[config.mk]
export PLATFORM = sky130hd
export DESIGN_NAME = uart_tx_top
export DESIGN_NICKNAME = d
export VERILOG_FILES = /design/src/rtl/uart_tx_top.sv
export SDC_FILE = /design/constraint.sdc
export NUM_CORES = 1
export LEC_CHECK = 0
export BUFFER_PORTS_ARGS = -buffer_cell sky130_fd_sc_hd__clkbuf_2
export CAP_MARGIN = 30
export CORE_ASPECT_RATIO = 1.4
export CORE_MARGIN = 8
export CORE_UTILIZATION = 60
export CTS_BUF_LIST = sky130_fd_sc_hd__clkbuf_8
export DETAILED_ROUTE_END_ITERATION = 16
export PLACE_DENSITY = 0.79
export SLEW_MARGIN = 5
export SYNTH_ARGS = -nofsm -noshare
export SYNTH_HDL_FRONTEND = slang
export SYNTH_SLANG_ARGS = --single-unit
[constraint.sdc]
create_clock -name clk -period 1.9 [get_ports clk]
set_input_delay 0.095 -clock clk [delete_from_list [all_inputs] [get_ports clk]]
set_output_delay 0.095 -clock clk [all_outputs]
set_load 0.03 [all_outputs]
[src/rtl/uart_tx_top.sv]
// UART transmitter: serialises one FIFO word per frame (start, 5-8 data bits LSB first,
// optional parity, 1/1.5/2 stop bits), with all bit timing counted in baud_pulse strobes.
module uart_tx_top #(
    parameter int OSR = 16
) (
    input  logic       clk,
    input  logic       rst,
    input  logic       baud_pulse,
    input  logic       thre,
    input  logic [7:0] din,
    input  logic [1:0] wls,
    input  logic       pen,
    input  logic       eps,
    input  logic       sticky_parity,
    input  logic       stb,
    input  logic       set_break,
    output logic       pop,
    output logic       sreg_empty,
    output logic       tx
);

    localparam int CW = $clog2(OSR);
    localparam int SW = $clog2(2 * OSR);

    typedef enum logic [2:0] {
        IDLE,
        START,
        DATA,
        PARITY,
        STOP
    } state_t;

    state_t        state_q, state_d;
    logic [CW-1:0] cnt_q, cnt_d;
    logic [SW-1:0] stop_cnt_q, stop_cnt_d;
    logic [2:0]    bit_idx_q, bit_idx_d;
    logic [7:0]    shreg_q, shreg_d;
    logic [1:0]    wls_q, wls_d;
    logic          pen_q, pen_d;
    logic          stb_q, stb_d;
    logic          par_q, par_d;
    logic          line_q, line_d;
    logic          tx_q, tx_d;
    logic          pop_q, pop_d;
    logic          empty_q, empty_d;

    logic [7:0]    din_masked;
    logic          par_new;
    logic [2:0]    last_idx;
    logic [SW-1:0] stop_last;
    logic          bit_end;
    logic          load;

    // Unused upper data bits are cleared at load so parity only sees the N sent bits.
    assign din_masked = din & (8'hFF >> (2'd3 - wls));
    assign par_new    = sticky_parity ? ~eps : (eps ? ^din_masked : ~^din_masked);
    assign last_idx   = {1'b0, wls_q} + 3'd4;
    assign bit_end    = baud_pulse && (cnt_q == CW'(OSR - 1));

    always_comb begin
        if (!stb_q) begin
            stop_last = SW'(OSR - 1);
        end else if (wls_q == 2'b00) begin
            stop_last = SW'(OSR + OSR / 2 - 1);
        end else begin
            stop_last = SW'(2 * OSR - 1);
        end
    end

    always_comb begin
        state_d    = state_q;
        cnt_d      = cnt_q;
        stop_cnt_d = stop_cnt_q;
        bit_idx_d  = bit_idx_q;
        shreg_d    = shreg_q;
        wls_d      = wls_q;
        pen_d      = pen_q;
        stb_d      = stb_q;
        par_d      = par_q;
        line_d     = line_q;
        empty_d    = empty_q;
        pop_d      = 1'b0;
        load       = 1'b0;

        case (state_q)
            IDLE: begin
                load = baud_pulse && !thre;
            end
            START: begin
                if (bit_end) begin
                    state_d   = DATA;
                    line_d    = shreg_q[0];
                    shreg_d   = {1'b0, shreg_q[7:1]};
                    bit_idx_d = 3'd0;
                end
            end
            DATA: begin
                if (bit_end) begin
                    if (bit_idx_q == last_idx) begin
                        if (pen_q) begin
                            state_d = PARITY;
                            line_d  = par_q;
                        end else begin
                            state_d    = STOP;
                            line_d     = 1'b1;
                            stop_cnt_d = '0;
                        end
                    end else begin
                        line_d    = shreg_q[0];
                        shreg_d   = {1'b0, shreg_q[7:1]};
                        bit_idx_d = bit_idx_q + 3'd1;
                    end
                end
            end
            PARITY: begin
                if (bit_end) begin
                    state_d    = STOP;
                    line_d     = 1'b1;
                    stop_cnt_d = '0;
                end
            end
            STOP: begin
                if (baud_pulse) begin
                    if (stop_cnt_q == stop_last) begin
                        // Chain straight into the next frame when data is waiting.
                        if (!thre) begin
                            load = 1'b1;
                        end else begin
                            state_d = IDLE;
                            empty_d = 1'b1;
                        end
                    end else begin
                        stop_cnt_d = stop_cnt_q + SW'(1);
                    end
                end
            end
            default: begin
                state_d = IDLE;
                line_d  = 1'b1;
                empty_d = 1'b1;
            end
        endcase

        if (baud_pulse && (state_q == START || state_q == DATA || state_q == PARITY)) begin
            cnt_d = bit_end ? '0 : cnt_q + CW'(1);
        end

        if (load) begin
            state_d    = START;
            line_d     = 1'b0;
            cnt_d      = '0;
            stop_cnt_d = '0;
            bit_idx_d  = 3'd0;
            shreg_d    = din_masked;
            wls_d      = wls;
            pen_d      = pen;
            stb_d      = stb;
            par_d      = par_new;
            pop_d      = 1'b1;
            empty_d    = 1'b0;
        end

        // Break overrides the line without disturbing the frame sequencing.
        tx_d = set_break ? 1'b0 : line_d;
    end

    always_ff @(posedge clk or posedge rst) begin
        if (rst) begin
            state_q    <= IDLE;
            cnt_q      <= '0;
            stop_cnt_q <= '0;
            bit_idx_q  <= 3'd0;
            shreg_q    <= 8'h00;
            wls_q      <= 2'b00;
            pen_q      <= 1'b0;
            stb_q      <= 1'b0;
            par_q      <= 1'b0;
            line_q     <= 1'b1;
            tx_q       <= 1'b1;
            pop_q      <= 1'b0;
            empty_q    <= 1'b1;
        end else begin
            state_q    <= state_d;
            cnt_q      <= cnt_d;
            stop_cnt_q <= stop_cnt_d;
            bit_idx_q  <= bit_idx_d;
            shreg_q    <= shreg_d;
            wls_q      <= wls_d;
            pen_q      <= pen_d;
            stb_q      <= stb_d;
            par_q      <= par_d;
            line_q     <= line_d;
            tx_q       <= tx_d;
            pop_q      <= pop_d;
            empty_q    <= empty_d;
        end
    end

    assign pop        = pop_q;
    assign sreg_empty = empty_q;
    assign tx         = tx_q;

endmodule

# Word level (Yosys, flattened, before mapping)
# Index checks and enable logic that the tools add are counted.
op_classes:
  n_eq_ne: 19
  n_mul: 0
  magnitude_cmp: 0
  n_shift: 1
  addsub: 5
  reduce_logical: 19
  bitwise: 2
  div_mod_pow: 0
  mux: 53
ops:
  columns: ["cell", "n"]
  rows:
  - ["5-bit two-way mux", 8]
  - ["3-bit two-way mux", 13]
  - ["8-bit two-way mux", 4]
  - ["3-bit inequality test, second input constant", 10]
  - ["1-bit two-way mux", 17]
  - ["4-bit two-way mux", 4]
  - ["8-bit one-hot mux with 2 select lines", 1]
  - ["3-bit one-hot mux with 5 select lines", 1]
  - ["5-bit one-hot mux with 3 select lines", 1]
  - ["8-bit bitwise AND", 1]
  - ["4-bit AND reduction", 2]
  - ["8-bit AND reduction", 1]
  - ["8-bit XNOR reduction", 1]
  - ["8-bit XOR reduction", 1]
  - ["8-bit by 2-bit >> shifter with 8-bit output, first input constant", 1]
  - ["7-bit AND reduction", 1]
  - ["3-bit by 2-bit equality test with 1-bit output, second input constant", 2]
  - ["3-bit one-hot mux with 2 select lines", 1]
  - ["5-bit by 1-bit adder with 5-bit output, second input constant", 1]
  - ["5-bit equality test", 1]
  - ["4-bit by 1-bit adder with 4-bit output, second input constant", 1]
  - ["4-bit equality test, second input constant", 1]
  - ["1-bit one-hot mux with 2 select lines", 2]
  - ["1-bit one-hot mux with 4 select lines", 1]
  - ["19 further kinds", 22]
totals:
  romBits: 0
  out_inout_bits: 3
  latch_bits: 0
  wordCells: 112
  mem_count: 0
  inputBits: 19
  mem_bits_rw: 0
  register_bits: 32

# Depth between registers and ports, before layout
# Gate-level depths: netlist of the first run.
logic_depth:
  ltp_word: 9
  ltp_mapped: 8
  mapped_depth_nobuf: 7

# Worst setup path before layout of the first run
# No wires, ideal clock.
synth_path:
  kind: "reg-to-reg"
  startpoint: "register cnt_q[0]"
  endpoint: "register bit_idx_q[0]"
  n_path_buf: 0
  path_stages_with_launch: 7
  required_time_ns: 1.775
  setup_ns: 0.125
  synth_period_minus_slack_ns: 1.718
  slack_ns: 0.182
  t_arrival_ns: 1.593
  path_cell_list: "dfrtp_1 > ha_1 > nand4_1 > nor2_1 > o21ai_4 > a21boi_2 > mux2_2"
synth_between:
  elab_chain_len: 4
  word_cells_on_any_way: 5
  classes_between: "3 x eq/ne; 2 x reduce/logical"
synth_rtl:
  columns: ["element", "line", "text"]
  rows:
  - ["start, declared", "34", "logic [CW-1:0] cnt_q, cnt_d;"]
  - ["start signal, assigned", "184", "cnt_q <= cnt_d;"]
  - ["4-bit equality test *", "58", "assign bit_end = baud_pulse && (cnt_q == CW'(OSR - 1));"]
  - ["1-bit logical AND *", "58", null]
  - ["3-bit inequality test (no line)", null, null]
  - ["4-bit AND reduction (no line) *", null, null]
  - ["end signal, assigned", "186", "bit_idx_q <= bit_idx_d;"]
  - ["end, declared", "36", "logic [2:0] bit_idx_q, bit_idx_d;"]
# Every way passes the cells marked *; elsewhere a longest branch is shown, timed or not.
# A chain may end at the register's enable or synchronous reset.

# Final worst setup path of the first run
layout_path:
  startpoint: "register wls_q[1]"
  endpoint: "register shreg_q[4]"
layout_between:
  elab_chain_len: 9
  word_cells_on_any_way: 15
  classes_between: "1 x add/sub; 5 x eq/ne; 6 x mux; 3 x reduce/logical"
layout_rtl:
  columns: ["element", "line", "text"]
  rows:
  - ["start, declared", "38", "logic [1:0] wls_q, wls_d;"]
  - ["start signal, assigned", "188", "wls_q <= wls_d;"]
  - ["2-bit logical NOT", "63", "end else if (wls_q == 2'b00) begin"]
  - ["4-bit two-way mux", "63", null]
  - ["5-bit two-way mux", "61", "if (!stb_q) begin"]
  - ["5-bit equality test", "124", "if (stop_cnt_q == stop_last) begin"]
  - ["1-bit two-way mux", "124", null]
  - ["1-bit two-way mux", "123", "if (baud_pulse) begin"]
  - ["1-bit one-hot mux with 2 select lines", "85", "case (state_q)"]
  - ["3-bit inequality test (no line) / 3-bit nonzero test (equally long branches)", null, null]
  - ["4-bit AND reduction (no line)", null, null]
  - ["end signal, assigned", "187", "shreg_q <= shreg_d;"]
  - ["end, declared", "37", "logic [7:0] shreg_q, shreg_d;"]
# Several ways; a longest one is shown, not always the timed one.

==> results.tsv, run 1 <==
stage	metric	value	unit
status	status	completed	
clock_network	clk_latency	0.29	ns
global_route	grt_pass1_vias	1505	
clock_network	clkSinkCount	32	
yosys	avgSynthCellArea	9.91	um2
finish	drive_gt1_share	29.1	%
worst_setup_path	worstPathArrival	2.05	ns
sta	final_max_slew_viol_count	0	
worst_setup_path	regToRegStartpoint	wls_q[1]	
global_route	grtUsageMet3	4.18	%
route	viasPerCell	5.96	
finish	final_nets	251	
worst_setup_path	setup.worst_path.start_class	flip-flop	
worst_hold_path	hold_path.class	in2reg	
sta	setup_tns	0	ns
pwr	power.leakage	1.07	nW
worst_setup_path	crit_path_max_fanout	14	
finish	synthToLayoutAreaGrowth	20.1	%
finish	stdcell_count	269	
route	drc	0	
pwr	power_density	1320	mW/mm2
die	die_x	63.3	um
placement	port_buffers	21	
worst_setup_path	worst_path_max_delay_cell	dfrtp_2	
global_route	grt_max_degree	33	
route	vias	1602	
route	drtPass1Iterations	4	
sta	setup_viol	0	
yosys	synth_top_area_share	38.5	%
pwr	vdd_ir_drop_max	0.923	mV
yosys	ys_warn_count	0	
global_route	grt_pass1_wl	6700	um
sta	worst_pin_slew	0.553	ns
job	drv_cap	0	
die	row_count	24	
yosys	ys.flop_type	dfrtp_1	
clock_network	cts-root-buf	clkbuf_8	
sta	worst_slack	0.0658	ns
yosys	syn-cell-area	0.00188	mm2
sta	fin_skew	0.00715	ns
route	wl_per_cell	15.8	um
worst_setup_path	cp_top_family	simple AND/OR/NAND/NOR gates	
worst_setup_path	critPathKind	reg2reg	
die	coreArea	0.00306	mm2
placement	gp_congestion	0.832	
worst_setup_path	crit_path_start	wls_q[1]	
sta	period_minus_slack	1.83	ns
global_route	gr-total-overflow	0	
global_route	grt_use_met2	29.5	%
yosys	synth.distinct_cells	52	
clock_network	cts_inserted_buffers	5	
worst_setup_path	required	2.11	ns
clock_network	htree_num_levels	2	
placement	dp_hpwl	2910	um
yosys	synth_common_cells	dfrtp_1, nand2_1, a21oi_1	
sta	maxSlewHeadroom	63.0	%
global_route	antenna_found_initial	0	
global_route	top_usage_layer	met2	
yosys	seq_area_frac_synth	42.7	%
sta	min_period_over_period	96.5	%
yosys	synth.area.top_cells	dfrtp_1, nand2_1, a21oi_1	
die	dieArea	0.00521	mm2
die	io_pins	22	
sta	fmax	0.545	GHz
die	die_h	82.3	um
yosys	ys_ff_latch	32	
worst_setup_path	critPathBufInv	2	
yosys	synthArstFlopShare	100	%
worst_setup_path	path_cells	nor3b_4 -> xnor2_2 -> o31ai_4 -> nand2_4 -> clkinv_8 -> buf_12 -> nand2_1 -> o21ai_2	
finish	fill_cells	237	
route	postRouteAntennaNets	0	
worst_setup_path	max_stage_delay	0.45	ns
yosys	yosysMostFrequentCell	dfrtp_1	
die	initial_utilization	61.5	%
worst_hold_path	holdCritStartpoint	pen	
route	drtIter0Drc	65	
clock_network	clk_path_buf_depth	2	
placement	dp_cells	252	
placement	place_ws	0.0469	ns
worst_setup_path	cp-end-kind	flip-flop	
sta	hold_slack	0.0243	ns
finish	diodes	0	
sta	hold_viol_final	0	
global_route	grt.met1_usage	17.1	%
yosys	syn-num-nets	212	
global_route	grt_usage	16.1	%
yosys	yosysTopAreaCell	dfrtp_1	
yosys	synth_edf_count	0	
clock_network	cts_tree	yes	
route	routed_wl	4260	um
clock_network	path_clk_slew	0.06	ns
yosys	synthCells	190	
[tightest hold or removal path: stages]
cell and delay, ns:
clkbuf_2 0.07, nand2_1 0.05, o21ai_2 0.05
[metrics by stage]
stage / utilization (%) / cell area, um2 / total power [W]
2_1_floorplan: - / 1880 / 0.00202
3_3_place_gp: 66.8 / 2050 / 0.00223
3_5_place_dp: 66.8 / 2050 / 0.00230
4_1_cts: 70.7 / 2170 / 0.00284
5_1_grt: 73.9 / 2260 / 0.00316
6_report: 73.9 / 2260 / 0.00298
[logic make-up (layout without fill, tap and decap cells)]
group	Yosys count	after routing	share of synthesized area, %
and+or+nand+nor	66	66	17.9
AOI/OAI and AO/OA	60	60	23.0
DFF	32	32	42.7
buffers and inverters	12	52	4.65
xor gates and xnor gates	9	9	5.32
muxes	8	8	4.39
adders and majority gates	3	3	1.99
[registers in the layout (all words and copies together) (netlist names)]
| register | count |
|---|---|
| par_q | 1 |
| line_q | 1 |
| stb_q | 1 |
| pop | 1 |
| sreg_empty | 1 |
| pen_q | 1 |
| shreg_q | 8 |
| stop_cnt_q | 5 |
| state_q | 3 |
| tx | 1 |
| wls_q | 2 |
| cnt_q | 4 |
| bit_idx_q | 3 |
[cells in the final DEF (no fill, tap or decap), drive strengths merged, types with 3 or more instances in the layout]
| cell type | n |
|---|---|
| clkbuf | 27 |
| dlygate4sd3 | 3 |
| ha | 3 |
| a41oi | 3 |
| a21oi | 17 |
| xnor2 | 6 |
| a31oi | 7 |
| nor2b | 4 |
| dfrtp | 29 |
| inv | 8 |
| o21ai | 17 |
| nand3 | 5 |
| nor3 | 4 |
| dfstp | 3 |
| nor2 | 15 |
| mux2i | 6 |
| nand2 | 27 |
| buf | 13 |
[timing repair]
action | 4_1_cts | 5_1_grt
hold buffers | 3 | 0
endpoints found under the setup margin | 1 | 15
pin swaps | 1 | 5
buffers inserted | 0 | 6
hold endpoints to repair | 31 | 0
resized for setup | 0 | 10
[final timing paths]
check                           slack, ns          to  depth (start not counted)
worst min register to register       0.50  shreg_q[7]                          1
min in group asynchronous            0.43    cnt_q[1]                          4
max in group asynchronous            1.15          tx                          4
worst min-delay path                 0.02       pen_q                          3
worst max register to register       0.07  shreg_q[4]                          8
worst max-delay path                 0.07  shreg_q[4]                          8
[power by group]
group	internal (W)	leakage, nW	switching (W)
Combinational	0.000547	0.608	0.000662
Clock	0.000284	0.0538	0.000239
Sequential	0.000953	0.404	0.000293
[area by class of cell]
| cell class | instances | area [um2] | share of cell area [%] |
|---|---|---|---|
| inverter | 7 | 38.8 | 1.71 |
| tap | 39 | 48.8 | 2.16 |
| sequential | 32 | 806 | 35.6 |
| clock inverter | 2 | 7.51 | 0.332 |
| multi-input combinational | 146 | 1030 | 45.7 |
| clock buffer | 6 | 82.6 | 3.65 |
| timing repair buffer | 37 | 245 | 10.8 |
[layer usage]
metal,vias up,wire (um)
li1,770,-
met5,-,0
met3,6,195
met2,52,2260
met1,774,1730
met4,0,71
No activity file was read; power rests on OpenSTA's default activity.
==> inputs of run 2 (changes only) <==
--- a/config.mk
+++ b/config.mk
@@ -8,11 +8,11 @@
 export BUFFER_PORTS_ARGS = -buffer_cell sky130_fd_sc_hd__clkbuf_2
 export CAP_MARGIN = 30
 export CORE_ASPECT_RATIO = 1.4
-export CORE_MARGIN = 8
 export CORE_UTILIZATION = 60
 export CTS_BUF_LIST = sky130_fd_sc_hd__clkbuf_8
 export DETAILED_ROUTE_END_ITERATION = 16
 export PLACE_DENSITY = 0.79
+export REMOVE_ABC_BUFFERS = 1
 export SLEW_MARGIN = 5
 export SYNTH_ARGS = -nofsm -noshare
 export SYNTH_HDL_FRONTEND = slang
==> results.tsv, run 2 (synthesized netlist as in run 1, its figures left out) <==
stage	metric	value	unit	change
finish	fill_cells	233		-1.7%
clock_network	clk_latency	0.29	ns	about the same
finish	top_regs	shreg_q x8, stop_cnt_q x5, cnt_q x4		
sta	worst_pin_slew	0.567	ns	+0.0142 ns
sta	final_max_slew_viol_count	0		unchanged
sta	maxSlewHeadroom	62.1	%	-0.95 points
clock_network	cts_inserted_buffers	5		unchanged
die	row_count	23		-4.2%
clock_network	htree_num_levels	2		unchanged
finish	final_common_cell	dfrtp_1		
sta	setup_viol	1		+1
sta	min_period_over_period	100	%	+3.8 points
status	violations	negative setup slack		
finish	largest_register_ffs	8		unchanged
status	status	finished with violations		
clock_network	cts_tree	yes		
pwr	power_density	1280	mW/mm2	-3.0%
worst_hold_path	hold_path.class	in2reg		
sta	period_minus_slack	1.91	ns	+0.0716 ns
sta	hold_viol_final	0		unchanged
worst_setup_path	worstPathArrival	2.13	ns	+0.08 ns
worst_setup_path	setup.worst_path.start_class	flip-flop		
finish	regMostFlops	shreg_q		
worst_setup_path	required	2.13	ns	+0.02 ns
pwr	power.leakage	1.04	nW	-2.8%
sta	fin_skew	0.00442	ns	-0.00272 ns
sta	fmax	0.525	GHz	-3.8%
pwr	total_power	0.00280	W	-5.9%
route	viasPerCell	6.02		+1.1%
worst_setup_path	cp-end-kind	flip-flop		
clock_network	path_clk_slew	0.07	ns	about the same
clock_network	clk_path_buf_depth	2		unchanged
route	routed_wl	3990	um	-6.3%
die	coreArea	0.00294	mm2	-4.2%
sta	setup_tns	-0.00583	ns	-0.00583 ns
finish	diodes	0		unchanged
placement	dp_hpwl	2800	um	-3.6%
placement	port_buffers	21		unchanged
worst_setup_path	r2r_slack	-0.006	ns	-0.07 ns
die	initial_utilization	64.2	%	+2.7 points
finish	drive_gt1_share	26.5	%	-2.6 points
sta	rsz0062_at_grt	yes		
worst_setup_path	crit_path_max_fanout	5		-9
route	drtIter0Drc	58		-11%
clock_network	clkSinkCount	32		unchanged
route	drc	0		unchanged
finish	synthToLayoutAreaGrowth	16.5	%	
clock_network	cts-root-buf	clkbuf_8		
global_route	gr-total-overflow	0		unchanged
sta	worst_slack	-0.00583	ns	-0.0716 ns
route	postRouteAntennaNets	0		unchanged
die	die_h	68.3	um	-17%
route	wl_per_cell	15.2	um	-4.2%
finish	final_cell_mix	dfrtp_1, nand2_1, clkbuf_2, a21oi_1, nor2_1		
job	drv_cap	0		unchanged
global_route	antenna_found_initial	0		unchanged
die	die_x	49.3	um	-22%
worst_setup_path	critPathKind	reg2reg		
global_route	grt_usage	26.5	%	+10 points
die	io_pins	22		unchanged
route	vias	1583		-1.2%
pwr	vdd_ir_drop_max	0.737	mV	-20%
global_route	grt_pass1_vias	1518		+0.86%
route	drtPass1Iterations	4		unchanged
die	dieArea	0.00337	mm2	-35%
global_route	grt_pass1_wl	6580	um	-1.9%
placement	gp_congestion	0.918		+10%
global_route	grt_max_degree	33		unchanged
finish	final_nets	247		-1.6%
## run 2: stage by stage
stage | hold slack, ns | area, um2 | std cells | worst slack [ns] | util, %
after floorplan | 0.127 | 1830 | 185 | 0.182 | -
after global placement | 0.170 | 2020 | 248 | 0.0995 | 68.7
after detailed placement | 0.192 | 2020 | 248 | 0.0103 | 68.7
after CTS | 0.0197 | 2140 | 260 | 0.00340 | 72.9
after global routing | 0.0318 | 2190 | 263 | -0.0922 | 74.8
final | 0.0229 | 2190 | 263 | -0.00583 | 74.8
## run 2: power breakdown
part / switching, W / leakage (nW) / internal [W]
clock network: 0.000252 / 0.0505 / 0.000246
logic: 0.000604 / 0.580 / 0.000458
registers: 0.000292 / 0.405 / 0.000951
total: 0.00115 / 1.04 / 0.00165
## run 2: final cells by class
cell class | count | area, um2 | area share, %
Multi-Input combinational cell | 146 | 1020 | 46.6
Timing Repair Buffer | 33 | 205 | 9.35
Sequential cell | 32 | 805 | 36.7
Clock buffer | 5 | 68.8 | 3.14
Clock inverter | 3 | 12.5 | 0.570
Inverter | 7 | 33.8 | 1.54
Tap cell | 37 | 46.3 | 2.11
## run 2: repair_timing
action | in CTS | in global routing
resized for setup | 1 | 6
pin swaps | 0 | 4
hold buffers | 4 | 0
endpoints found under the setup margin | 1 | 18
gates cloned | 0 | 0
endpoints found under the hold margin | 32 | 0
buffers inserted | 0 | 3
## run 2: layer usage
metal	vias up	global-route usage [%]	share of wire, %
met3	15	7.11	3.9
met4	0	16.9	4.0
met5	-	0	0
met2	51	46.7	52
li1	761	-	-
met1	756	28.2	40
## run 2: path summary, 6_finish.rpt
path                             from         end  cells past startpoint
setup / recovery             cnt_q[0]          tx                      7
hold reg to reg            shreg_q[7]  shreg_q[7]                      1
min in group asynchronous         rst  shreg_q[1]                      4
max in group asynchronous         rst  sreg_empty                      4
setup reg to reg             cnt_q[0]          tx                      7
hold / removal                 din[2]  shreg_q[2]                      3
## run 2: worst max-delay path, cell delays in order (launching register included)
cell,delay [ns]
dfrtp_1,0.42
ha_1,0.20
nand4_1,0.24
buf_4,0.24
a21oi_1,0.23
nor2_1,0.08
a311oi_2,0.27
nor2b_1,0.16
